`config.mk`:
```
export PLATFORM = sky130hd
export DESIGN_NAME = fifo_word_serializer
export DESIGN_NICKNAME = d
export VERILOG_FILES = /design/src/rtl/fifo_word_serializer_pkg.sv /design/src/rtl/fifo_word_serializer.sv
export SDC_FILE = /design/constraint.sdc
export NUM_CORES = 1
export LEC_CHECK = 0
export ABC_AREA = 1
export CAP_MARGIN = 5
export CORE_MARGIN = 2
export CORE_UTILIZATION = 30
export DETAILED_ROUTE_END_ITERATION = 16
export GPL_TIMING_DRIVEN = 0
export HOLD_SLACK_MARGIN = 0.05
export PLACE_DENSITY_LB_ADDON = 0.25
export SETUP_SLACK_MARGIN = 0.4
export SLEW_MARGIN = 40
export SYNTH_ARGS = -nofsm -noshare
export SYNTH_HDL_FRONTEND = slang
export SYNTH_SLANG_ARGS = --single-unit
```
`constraint.sdc`:
```
create_clock -name clk -period 1.4 [get_ports clk]
set_input_delay 0.14 -clock clk [delete_from_list [all_inputs] [get_ports clk]]
set_output_delay 0.14 -clock clk [all_outputs]
set_load 0.01 [all_outputs]
```
`src/rtl/fifo_word_serializer_pkg.sv`:
```
// fifo_word_serializer_pkg: shared widths, derived chunk count and FSM states for the FIFO word serializer.
package fifo_word_serializer_pkg;
  localparam int DATA_BUS_SIZE = 32;
  localparam int OUT_WIDTH = 8;
  localparam int RD_LATENCY = 2;
  localparam int N = DATA_BUS_SIZE / OUT_WIDTH;
  typedef enum logic [1:0] {IDLE, WAIT, SHIFT} state_t;
  function automatic int idx_width(input int n);
    return n > 1 ? $clog2(n) : 1;
  endfunction
endpackage

```
`src/rtl/fifo_word_serializer.sv`:
```
// fifo_word_serializer: pops one FIFO word at a time and streams it out LSB chunk first on valid/ready.
module fifo_word_serializer
  import fifo_word_serializer_pkg::*;
#(
  parameter int DATA_BUS_SIZE = fifo_word_serializer_pkg::DATA_BUS_SIZE,
  parameter int OUT_WIDTH = fifo_word_serializer_pkg::OUT_WIDTH,
  parameter int RD_LATENCY = fifo_word_serializer_pkg::RD_LATENCY,
  parameter int CNT_WIDTH = 16
) (
  input  logic                     clk,
  input  logic                     rst,
  input  logic                     fifo_empt,
  input  logic [DATA_BUS_SIZE-1:0] fifo_data,
  output logic                     fifo_rd,
  output logic [OUT_WIDTH-1:0]     out_data,
  output logic                     out_valid,
  input  logic                     out_ready,
  output logic                     out_last,
  output logic                     busy,
  output logic [CNT_WIDTH-1:0]     word_cnt
);
  localparam int CHUNKS = DATA_BUS_SIZE / OUT_WIDTH;
  localparam int IW = idx_width(CHUNKS);
  localparam int WW = $clog2(RD_LATENCY + 1);
  state_t state_q, state_d;
  logic rd_q, rd_d, valid_q, valid_d;
  logic [WW-1:0] wait_q, wait_d;
  logic [IW-1:0] idx_q, idx_d;
  logic [DATA_BUS_SIZE-1:0] sh_q, sh_d;
  logic [CNT_WIDTH-1:0] cnt_q, cnt_d;
  logic last, fire, capture;
  assign last = idx_q == IW'(CHUNKS - 1);
  assign fire = valid_q && out_ready;
  // Data is valid RD_LATENCY cycles after the rd pulse; capture when the count expires.
  assign capture = state_q == WAIT && wait_q == '0;
  always_ff @(posedge clk or posedge rst) begin
    if (rst) begin
      state_q <= IDLE;
      rd_q <= 1'b0;
      valid_q <= 1'b0;
      wait_q <= '0;
      idx_q <= '0;
      sh_q <= '0;
      cnt_q <= '0;
    end else begin
      state_q <= state_d;
      rd_q <= rd_d;
      valid_q <= valid_d;
      wait_q <= wait_d;
      idx_q <= idx_d;
      sh_q <= sh_d;
      cnt_q <= cnt_d;
    end
  end
  always_comb begin
    state_d = state_q == IDLE ? (fifo_empt ? IDLE : WAIT) :
              state_q == WAIT ? (capture ? SHIFT : WAIT) :
              state_q == SHIFT ? (fire && last ? IDLE : SHIFT) : IDLE;
    rd_d = state_q == IDLE && !fifo_empt;
    wait_d = state_q == IDLE ? WW'(RD_LATENCY) : state_q == WAIT ? wait_q - WW'(1) : wait_q;
    sh_d = capture ? fifo_data : fire && !last ? sh_q >> OUT_WIDTH : sh_q;
    idx_d = capture ? '0 : fire && !last ? idx_q + IW'(1) : idx_q;
    valid_d = capture ? 1'b1 : fire && last ? 1'b0 : valid_q;
    cnt_d = fire && last ? cnt_q + CNT_WIDTH'(1) : cnt_q;
  end
  always_comb begin
    fifo_rd = rd_q;
    out_data = sh_q[OUT_WIDTH-1:0];
    out_valid = valid_q;
    out_last = valid_q && last;
    busy = state_q != IDLE;
    word_cnt = cnt_q;
  end
endmodule
```
==> run summary, run 1 <==
status -> finished, violations left
failing checks -> negative setup slack
fin. max-slew vios -> 0
post-synthesis sequential element count -> 56
Total Wirelength -> 7930 µm
list of most frequent post-synthesis cells -> nand2_1, dfrtp_1, nand3_1, o21ai_0, inv_1
Synth area leader -> dfrtp_1
min-delay worst type -> input pin to async pin
first-pass GRT wire length -> 12500 µm
share of cells above drive strength 1 -> 0.489
Final setup viols -> 3
CTS Buffer Depth -> 2
Top Ports -> 64
clock root buffer -> clkbuf_8
number of flops mapped to enable cells by yosys -> 0
fmax -> 692 MHz
CTS H-Tree Depth -> 2
Synth Cell Area -> 2700 µm²
RSZ-0062 raised after global routing -> yes
syn_nets -> 356
nets -> 490
antenna violation net count after detailed routing -> 0
Syn Area/Cell -> 8.53 µm²
placed cell areas -> 3590 µm²
crit path DAT -> 1.31 ns
area grow syn2layout -> 73.9%
max-cap viol count -> 0
Post-synth ARST share -> 1.00
Vias per Instance -> 4.63
# rows -> 34
Starting Density -> 0.310
Clock Sinks -> 56
HPWL after DPL -> 4690 µm
number of DRC markers in iteration 0 -> 82
antenna violations before repair -> 0
Slew HR -> 0.746
Num CTS Buffers -> 5
Hold Fails Final Rpt -> 0
Worst-Skew Late Latency -> 0.32 ns
footprint of the multi-input gates -> 1510 µm²
Power Dens Cells -> 1710 nW/µm²
min cycle time layout -> 1.45 ns
Pleak -> 2.31 nW
DR pass1 iterations -> 4
pre-CTS setup slack -> -0.239 ns
I/O Buffers -> 63
largest net degree at the start of global routing -> 24
Setup Crit Path Kind -> flop to output pin
Yosys cell types -> 31
Diodes inserted -> 0
startpoint class of the critical path -> flop
CTS clk-pin slew, worst paths -> 0.10 ns
Synth warnings -> 0
grt ovf -> 0
die span in x -> 98.9 µm
Slowest cell on crit path -> dfrtp_1
DR WL/cell -> 14.2 µm
DRC errors left -> 0
CP peak stage delay -> 0.43 ns
Worst Slack Setup Final -> -0.0453 ns
Max FO, Critical Path -> 3
crit path cell chain -> ha_4, buf_4, nand2_2, inv_1, buf_2
Die Y -> 98.9 µm
vias in the first global route -> 2592
most common cell in the netlist -> nand2_1
Hold Buf Count CTS -> 0
sequential share of the synthesized area -> 0.519
top cell type's share of synthesized area -> 0.519
Die ar. -> 9780 µm²
Global Route Usage Sum -> 0.159
largest cells by area after synthesis -> dfrtp_1, nand2_1, nand3_1, o21ai_0, inv_1
DR vias -> 2593
CP required -> 1.26 ns
clk_skew -> 0.00707 ns
cells after synthesis -> 317
CTS tree -> yes
Core Area -> 8720 µm²
final instance area -> 4700 µm²
Synth Flop Type -> dfrtp_1
register area -> 1410 µm²
filler instances -> 774
measured slew at the worst slew-check pin -> 0.380 ns
Placer Congestion -> 0.793
Final period util -> 1.03
Worst VDD drop -> 693 µV
Worst setup EP type -> output pin
-- cell usage in the layout, fill, tap and decap left out, types with 4 or more instances in the layout --
master	synthesis	layout
inv_1	22	18
buf_8	0	6
nor2_4	1	6
nor2_2	3	5
dfrtp_2	0	6
nand2_2	1	23
buf_2	3	10
dfrtp_1	56	50
xnor2_1	4	4
o21ai_2	1	12
nand3_2	1	18
nand2_4	2	15
nand3_4	2	5
nand3_1	38	19
xor2_1	4	4
clkbuf_8	0	8
nor2_1	16	9
o21ai_1	1	13
buf_4	8	42
clkdlybuf4s50_1	0	35
buf_6	3	43
nand2_1	105	70
-- worst max-delay path: cells and delay by family (launching register included) --
family / cells / cell delay [ns]
flops: 1 / 0.43
fa+ha+maj: 1 / 0.20
simple gates: 1 / 0.06
buf+inv: 3 / 0.30
-- layout make-up --
class / instances / share of cell area
Clock inverter: 2 / 0.00825
Clock buffer: 6 / 0.0176
Tap cell: 108 / 0.0288
Buffer: 16 / 0.0410
Inverter: 26 / 0.0274
Multi-Input combinational cell: 220 / 0.320
Sequential cell: 56 / 0.300
Timing Repair Buffer: 126 / 0.257
-- per-layer routing --
layer  track usage  vias up  part of all wire
met2         0.279       47              0.53
li1              -     1285                 -
met1         0.199     1252              0.42
met3        0.0248        9             0.030
met4        0.0537        0             0.016
met5             0        -                 0
-- sequential cells by signal, summed over array words and instances, names as in the netlist --
signal / count
idx_q: 2
wait_q: 2
sh_q: 32
word_cnt: 16
state_q: 2
out_valid: 1
fifo_rd: 1
-- path summary, 6_finish.rpt --
check	from	to	slack (ns)	cells past startpoint
max	idx_q[1]$_DFFE_PP0P_	out_last	-0.05	5
min	rst	word_cnt[6]$_DFFE_PP0P_	0.14	2
max reg2reg	idx_q[1]$_DFFE_PP0P_	word_cnt[13]$_DFFE_PP0P_	-0.02	7
min reg2reg	sh_q[16]$_DFFE_PP0P_	sh_q[16]$_DFFE_PP0P_	0.50	2
max in group asynchronous	rst	sh_q[18]$_DFFE_PP0P_	0.65	4
min in group clk	fifo_data[28]	sh_q[28]$_DFFE_PP0P_	0.36	3
-- cells by family (layout without fill, tap and decap cells) --
| kind of cell | count (synthesis) | count (layout) | synth area share |
|---|---|---|---|
| and+or+nand+nor | 177 | 178 | 0.300 |
| DFF | 56 | 56 | 0.519 |
| buffers and inverters | 42 | 176 | 0.0801 |
| AOI/OAI and AO/OA | 31 | 31 | 0.0611 |
| xor gates and xnor gates | 8 | 8 | 0.0259 |
| adders and majority gates | 3 | 3 | 0.0139 |
-- power breakdown --
part | switching (mW) | internal [mW]
clock network | 0.566 | 0.586
logic | 2.08 | 2.29
registers | 0.373 | 2.16
-- through the flow --
step,std cells,power (mW),utilization,setup TNS [ns],hold WS (ns)
floorplan,317,4.01,-,0,0.206
global placement,488,4.80,0.405,-13.59,0.465
detailed placement,490,4.89,0.412,-5.36,0.467
CTS,547,7.29,0.501,0,0.146
global route,560,8.57,0.539,-0.764,0.186
finish,560,8.05,0.539,-0.0628,0.141
-- timing repair --
action | 4_1_cts | 5_1_grt
gates resized for setup | 225 | 73
endpoints found under the setup margin | 82 | 82
cloned | 5 | 0
setup buffers | 44 | 13
pin swaps | 16 | 11
Power figures use the tool's default switching activity.
==> run 2: changes to the inputs <==
--- a/config.mk
+++ b/config.mk
@@ -12,7 +12,6 @@
 export DETAILED_ROUTE_END_ITERATION = 16
 export GPL_TIMING_DRIVEN = 0
 export HOLD_SLACK_MARGIN = 0.05
-export PLACE_DENSITY_LB_ADDON = 0.25
 export SETUP_SLACK_MARGIN = 0.4
 export SLEW_MARGIN = 40
 export SYNTH_ARGS = -nofsm -noshare
==> run summary, run 2 (same netlist as run 1, synthesis figures left out) <==
DR pass1 iterations -> 4 (unchanged)
Placer Congestion -> 0.810 (was 0.793)
fin. max-slew vios -> 0 (unchanged)
Setup Crit Path Kind -> flop to flop (was flop to output pin)
Starting Density -> 0.310 (unchanged)
Global Route Usage Sum -> 0.148 (was 0.159)
Final period util -> 0.960 (was 1.03)
grt ovf -> 0 (unchanged)
RSZ-0062 raised after global routing -> yes (unchanged)
Slew HR -> 0.819 (was 0.746)
number of DRC markers in iteration 0 -> 95 (was 82)
CTS clk-pin slew, worst paths -> 0.11 ns (was 0.10 ns)
placed cell areas -> 3610 µm² (was 3590 µm²)
CTS Buffer Depth -> 2 (unchanged)
Hold Buf Count CTS -> 0 (unchanged)
largest net degree at the start of global routing -> 21 (was 24)
vias in the first global route -> 2487 (was 2592)
Worst setup EP type -> flop (was output pin)
DR WL/cell -> 13.6 µm (was 14.2 µm)
Largest register FFs -> 32 (unchanged)
most frequent cells in the layout -> nand2_1, buf_6, dfrtp_1, clkdlybuf4s50_1, buf_4 (was nand2_1, dfrtp_1, buf_6, buf_4, clkdlybuf4s50_1)
DR vias -> 2491 (was 2593)
Finished Core Util -> 0.513 (was 0.539)
status -> completed (was finished, violations left)
Die ar. -> 9780 µm² (unchanged)
die span in x -> 98.9 µm (unchanged)
Worst VDD drop -> 736 µV (was 693 µV)
Diodes inserted -> 0 (unchanged)
startpoint class of the critical path -> flop (unchanged)
clock root buffer -> clkbuf_8 (unchanged)
Top Ports -> 64 (unchanged)
Pleak -> 2.18 nW (was 2.31 nW)
I/O Buffers -> 63 (unchanged)
first-pass GRT wire length -> 11900 µm (was 12500 µm)
antenna violation net count after detailed routing -> 0 (unchanged)
DRC errors left -> 0 (unchanged)
# rows -> 34 (unchanged)
Largest Register -> sh_q (unchanged)
Vias per Instance -> 4.50 (was 4.63)
CP required -> 1.60 ns (was 1.26 ns)
Die Y -> 98.9 µm (unchanged)
HPWL after DPL -> 4730 µm (was 4690 µm)
commonest non-fill, non-tap cell in the layout -> nand2_1 (unchanged)
crit path DAT -> 1.54 ns (was 1.31 ns)
Overall Power -> 7.08 mW (was 8.05 mW)
Cell Count, Final, Fillers Out -> 553 (was 560)
Power Dens Cells -> 1580 nW/µm² (was 1710 nW/µm²)
Max FO, Critical Path -> 10 (was 3)
antenna violations before repair -> 0 (unchanged)
min-delay worst type -> input pin to async pin (unchanged)
fmax -> 744 MHz (was 692 MHz)
CTS tree -> yes (unchanged)
Hold Fails Final Rpt -> 0 (unchanged)
placed cells -> 491 (was 490)
Worst-Skew Late Latency -> 0.31 ns (was 0.32 ns)
Core Area -> 8720 µm² (unchanged)
Final setup viols -> 0 (was 3)
min cycle time layout -> 1.34 ns (was 1.45 ns)
Total Wirelength -> 7500 µm (was 7930 µm)
CTS H-Tree Depth -> 2 (unchanged)
area grow syn2layout -> 65.6% (was 73.9%)
share of cells above drive strength 1 -> 0.416 (was 0.489)
measured slew at the worst slew-check pin -> 0.270 ns (was 0.380 ns)
clk_skew -> 0.0108 ns (was 0.00707 ns)
max-cap viol count -> 0 (unchanged)
final instance area -> 4480 µm² (was 4700 µm²)
Num CTS Buffers -> 5 (unchanged)
nets -> 483 (was 490)
Clock Sinks -> 56 (unchanged)
==> run 2: changes by cell type in the layout (fill, tap and decap cells not counted), sizes merged <==
cell / change
bufinv: -1
clkbuf: -2
buf: -4
clkinvlp: +1
nand3: -1
==> run 2: metrics by stage <==
step	hold WS, ns	setup TNS, ns	worst slack, ns
floorplan	0.206	0	0.133
global placement	0.464	-13.40	-0.230
detailed placement	0.445	-5.60	-0.215
CTS	0.113	0	0.0654
global route	0.140	-0.205	-0.0458
finish	0.126	0	0.0561
==> run 2: repair_timing <==
action | 4_1_cts | 5_1_grt
pin swaps | 17 | 7
gates cloned | 2 | 0
gates resized for setup | 181 | 62
setup buffers | 39 | 13
endpoints found under the setup margin | 81 | 80
==> run 2: metal layers <==
metal / vias to the layer above / share of wire / global-route usage
met5: - / 0 / 0
met1: 1184 / 0.43 / 0.197
li1: 1258 / - / -
met4: 0 / 0.015 / 0.0369
met3: 6 / 0.033 / 0.0248
met2: 43 / 0.52 / 0.253
==> run 2: power breakdown <==
group / internal (mW) / leakage [nW] / switching [mW]
Sequential: 2.16 / 0.730 / 0.320
Clock: 0.358 / 0.0414 / 0.552
Combinational: 1.98 / 1.41 / 1.72
==> run 2: critical path, cell delays in order, from the launching register on <==
cell and delay, ns:
dfrtp_1 0.43, ha_4 0.20, inv_4 0.08, nand3_4 0.11, nand2_4 0.12, inv_8 0.06
buf_6 0.13, nand2_1 0.06, nand2_1 0.05
==> run 2: final timing paths <==
kind / from / to / slack, ns / cells after the start
worst min-delay path: rst / fifo_rd$_DFF_PP0_ / 0.13 / 2
min in group clk: fifo_data[31] / sh_q[31]$_DFFE_PP0P_ / 0.38 / 3
worst max register to register: idx_q[1]$_DFFE_PP0P_ / sh_q[17]$_DFFE_PP0P_ / 0.06 / 8
worst max-delay path: idx_q[1]$_DFFE_PP0P_ / sh_q[17]$_DFFE_PP0P_ / 0.06 / 8
worst min register to register: sh_q[18]$_DFFE_PP0P_ / sh_q[18]$_DFFE_PP0P_ / 0.50 / 2
max in group asynchronous: rst / sh_q[21]$_DFFE_PP0P_ / 0.55 / 5
==> run 2: final cells by class <==
type | instances | area [µm²]
fill | 778 | 4250
multi-input combinational | 219 | 1370
tap | 108 | 135
buffer | 16 | 186
timing repair buffer | 120 | 1170
clock inverter | 2 | 16.3
clock buffer | 6 | 72.6
sequential | 56 | 1410
inverter | 26 | 116
==> run 3: changes to the inputs <==
--- a/config.mk
+++ b/config.mk
@@ -6,9 +6,9 @@
 export NUM_CORES = 1
 export LEC_CHECK = 0
 export ABC_AREA = 1
-export CAP_MARGIN = 5
+export CAP_MARGIN = 20
 export CORE_MARGIN = 2
-export CORE_UTILIZATION = 30
+export CORE_UTILIZATION = 35
 export DETAILED_ROUTE_END_ITERATION = 16
 export GPL_TIMING_DRIVEN = 0
 export HOLD_SLACK_MARGIN = 0.05
==> run summary, run 3 (same netlist as run 1, synthesis figures left out) <==
status -> completed (unchanged)
RSZ-0062 raised after global routing -> yes (unchanged)
Worst VDD drop -> 1070 µV (was 736 µV)
commonest non-fill, non-tap cell in the layout -> nand2_1 (unchanged)
DR WL/cell -> 14.1 µm (was 13.6 µm)
CTS H-Tree Depth -> 2 (unchanged)
CP required -> 1.61 ns (was 1.60 ns)
Worst-Skew Late Latency -> 0.32 ns (was 0.31 ns)
Setup Crit Path Kind -> flop to flop (unchanged)
# rows -> 32 (was 34)
area grow syn2layout -> 70.8% (was 65.6%)
HPWL after DPL -> 4540 µm (was 4730 µm)
Setup TNS -> 0 ns (unchanged)
delay-heaviest family, CP -> flip-flops (unchanged)
crit path cell chain -> ha_4, inv_4, nand3_4, nand2_4, inv_8, buf_6, nand2_1, nand3_1 (was ha_4, inv_4, nand3_4, nand2_4, inv_8, buf_6, nand2_1, nand2_1)
clock root buffer -> clkbuf_8 (unchanged)
Core Area -> 7610 µm² (was 8720 µm²)
Placer Congestion -> 0.794 (was 0.810)
min cycle time layout -> 1.37 ns (was 1.34 ns)
CTS Buffer Depth -> 2 (unchanged)
Final setup viols -> 0 (unchanged)
share of cells above drive strength 1 -> 0.469 (was 0.416)
Largest register FFs -> 32 (unchanged)
Die ar. -> 8440 µm² (was 9780 µm²)
CTS tree -> yes (unchanged)
Hold Fails Final Rpt -> 0 (unchanged)
DR vias -> 2578 (was 2491)
Num CTS Buffers -> 5 (unchanged)
Vias per Instance -> 4.67 (was 4.50)
die span in x -> 91.9 µm (was 98.9 µm)
Slew HR -> 0.736 (was 0.819)
max-cap viol count -> 0 (unchanged)
Min Hold Slack -> 0.163 ns (was 0.126 ns)
Slowest cell on crit path -> dfrtp_1 (unchanged)
Buffers & Inverters on Critical Path -> 3 (unchanged)
largest net degree at the start of global routing -> 25 (was 21)
CTS clk-pin slew, worst paths -> 0.10 ns (was 0.11 ns)
Power Dens Cells -> 1620 nW/µm² (was 1580 nW/µm²)
Pleak -> 2.29 nW (was 2.18 nW)
Overall Power -> 7.48 mW (was 7.08 mW)
CP peak stage delay -> 0.43 ns (about the same)
Die Y -> 91.9 µm (was 98.9 µm)
antenna violations before repair -> 0 (unchanged)
placed cell areas -> 3580 µm² (was 3610 µm²)
measured slew at the worst slew-check pin -> 0.396 ns (was 0.270 ns)
first-pass GRT wire length -> 11900 µm (about the same)
DR pass1 iterations -> 4 (unchanged)
fin. max-slew vios -> 0 (unchanged)
Total Wirelength -> 7780 µm (was 7500 µm)
final instance area -> 4620 µm² (was 4480 µm²)
antenna violation net count after detailed routing -> 0 (unchanged)
grt ovf -> 0 (unchanged)
most frequent cells in the layout -> nand2_1, buf_6, dfrtp_1, buf_4, clkdlybuf4s50_1 (was nand2_1, buf_6, dfrtp_1, clkdlybuf4s50_1, buf_4)
Global Route Usage Sum -> 0.178 (was 0.148)
fmax -> 731 MHz (was 744 MHz)
Clock Sinks -> 56 (unchanged)
startpoint class of the critical path -> flop (unchanged)
Starting Density -> 0.355 (was 0.310)
Top Ports -> 64 (unchanged)
min-delay worst type -> input pin to async pin (unchanged)
nets -> 488 (was 483)
vias in the first global route -> 2498 (was 2487)
Max FO, Critical Path -> 7 (was 10)
clk_skew -> 0.00991 ns (was 0.0108 ns)
number of DRC markers in iteration 0 -> 125 (was 95)
I/O Buffers -> 63 (unchanged)
Worst setup EP type -> flop (unchanged)
Final period util -> 0.977 (was 0.960)
crit path DAT -> 1.58 ns (was 1.54 ns)
Hold Buf Count CTS -> 0 (unchanged)
Largest Register -> sh_q (unchanged)
DRC errors left -> 0 (unchanged)
Diodes inserted -> 0 (unchanged)
run 3: repair_timing:
action | 4_1_cts | 5_1_grt
buffers inserted | 44 | 11
gates cloned | 4 | 1
resized for setup | 205 | 73
pin swaps | 15 | 15
setup endpoints to repair | 82 | 82
run 3: final cells by class:
class	count	area, µm²
Buffer	16	185
Clock buffer	5	68.8
Clock inverter	3	21.3
Fill cell	649	2990
Inverter	26	126
Multi-Input combinational cell	220	1470
Sequential cell	56	1410
Tap cell	102	128
Timing Repair Buffer	124	1200
run 3: per-stage QoR:
stage / setup slack, ns / utilization / cells
after floorplan: 0.133 / - / 317
after global placement: -0.233 / 0.464 / 482
after detailed placement: -0.245 / 0.470 / 484
after CTS: 0.0598 / 0.563 / 540
after global routing: -0.0370 / 0.607 / 552
final: 0.0324 / 0.607 / 552
run 3: path summary, 6_finish.rpt:
check	startpoint	endpoint	slack [ns]	cells after the start
setup / recovery	idx_q[0]$_DFFE_PP0P_	sh_q[12]$_DFFE_PP0P_	0.03	8
hold / removal	rst	sh_q[31]$_DFFE_PP0P_	0.16	2
setup reg to reg	idx_q[0]$_DFFE_PP0P_	sh_q[12]$_DFFE_PP0P_	0.03	8
hold reg to reg	sh_q[10]$_DFFE_PP0P_	sh_q[10]$_DFFE_PP0P_	0.49	2
max in group asynchronous	rst	word_cnt[13]$_DFFE_PP0P_	0.80	3
min in group clk	fifo_data[29]	sh_q[29]$_DFFE_PP0P_	0.36	3
run 3: power breakdown:
group          switching [mW]  leakage (nW)  internal [mW]  total, mW
registers               0.349         0.728           2.16       2.51
clock network           0.559        0.0445          0.357      0.915
logic                    1.93          1.52           2.13       4.06
total                    2.84          2.29           4.65       7.48
run 3: per-layer routing:
layer	global-route usage	wire length (µm)
met1	0.234	3290
met2	0.303	4090
met3	0.0288	306
met4	0.0510	95
met5	0	0
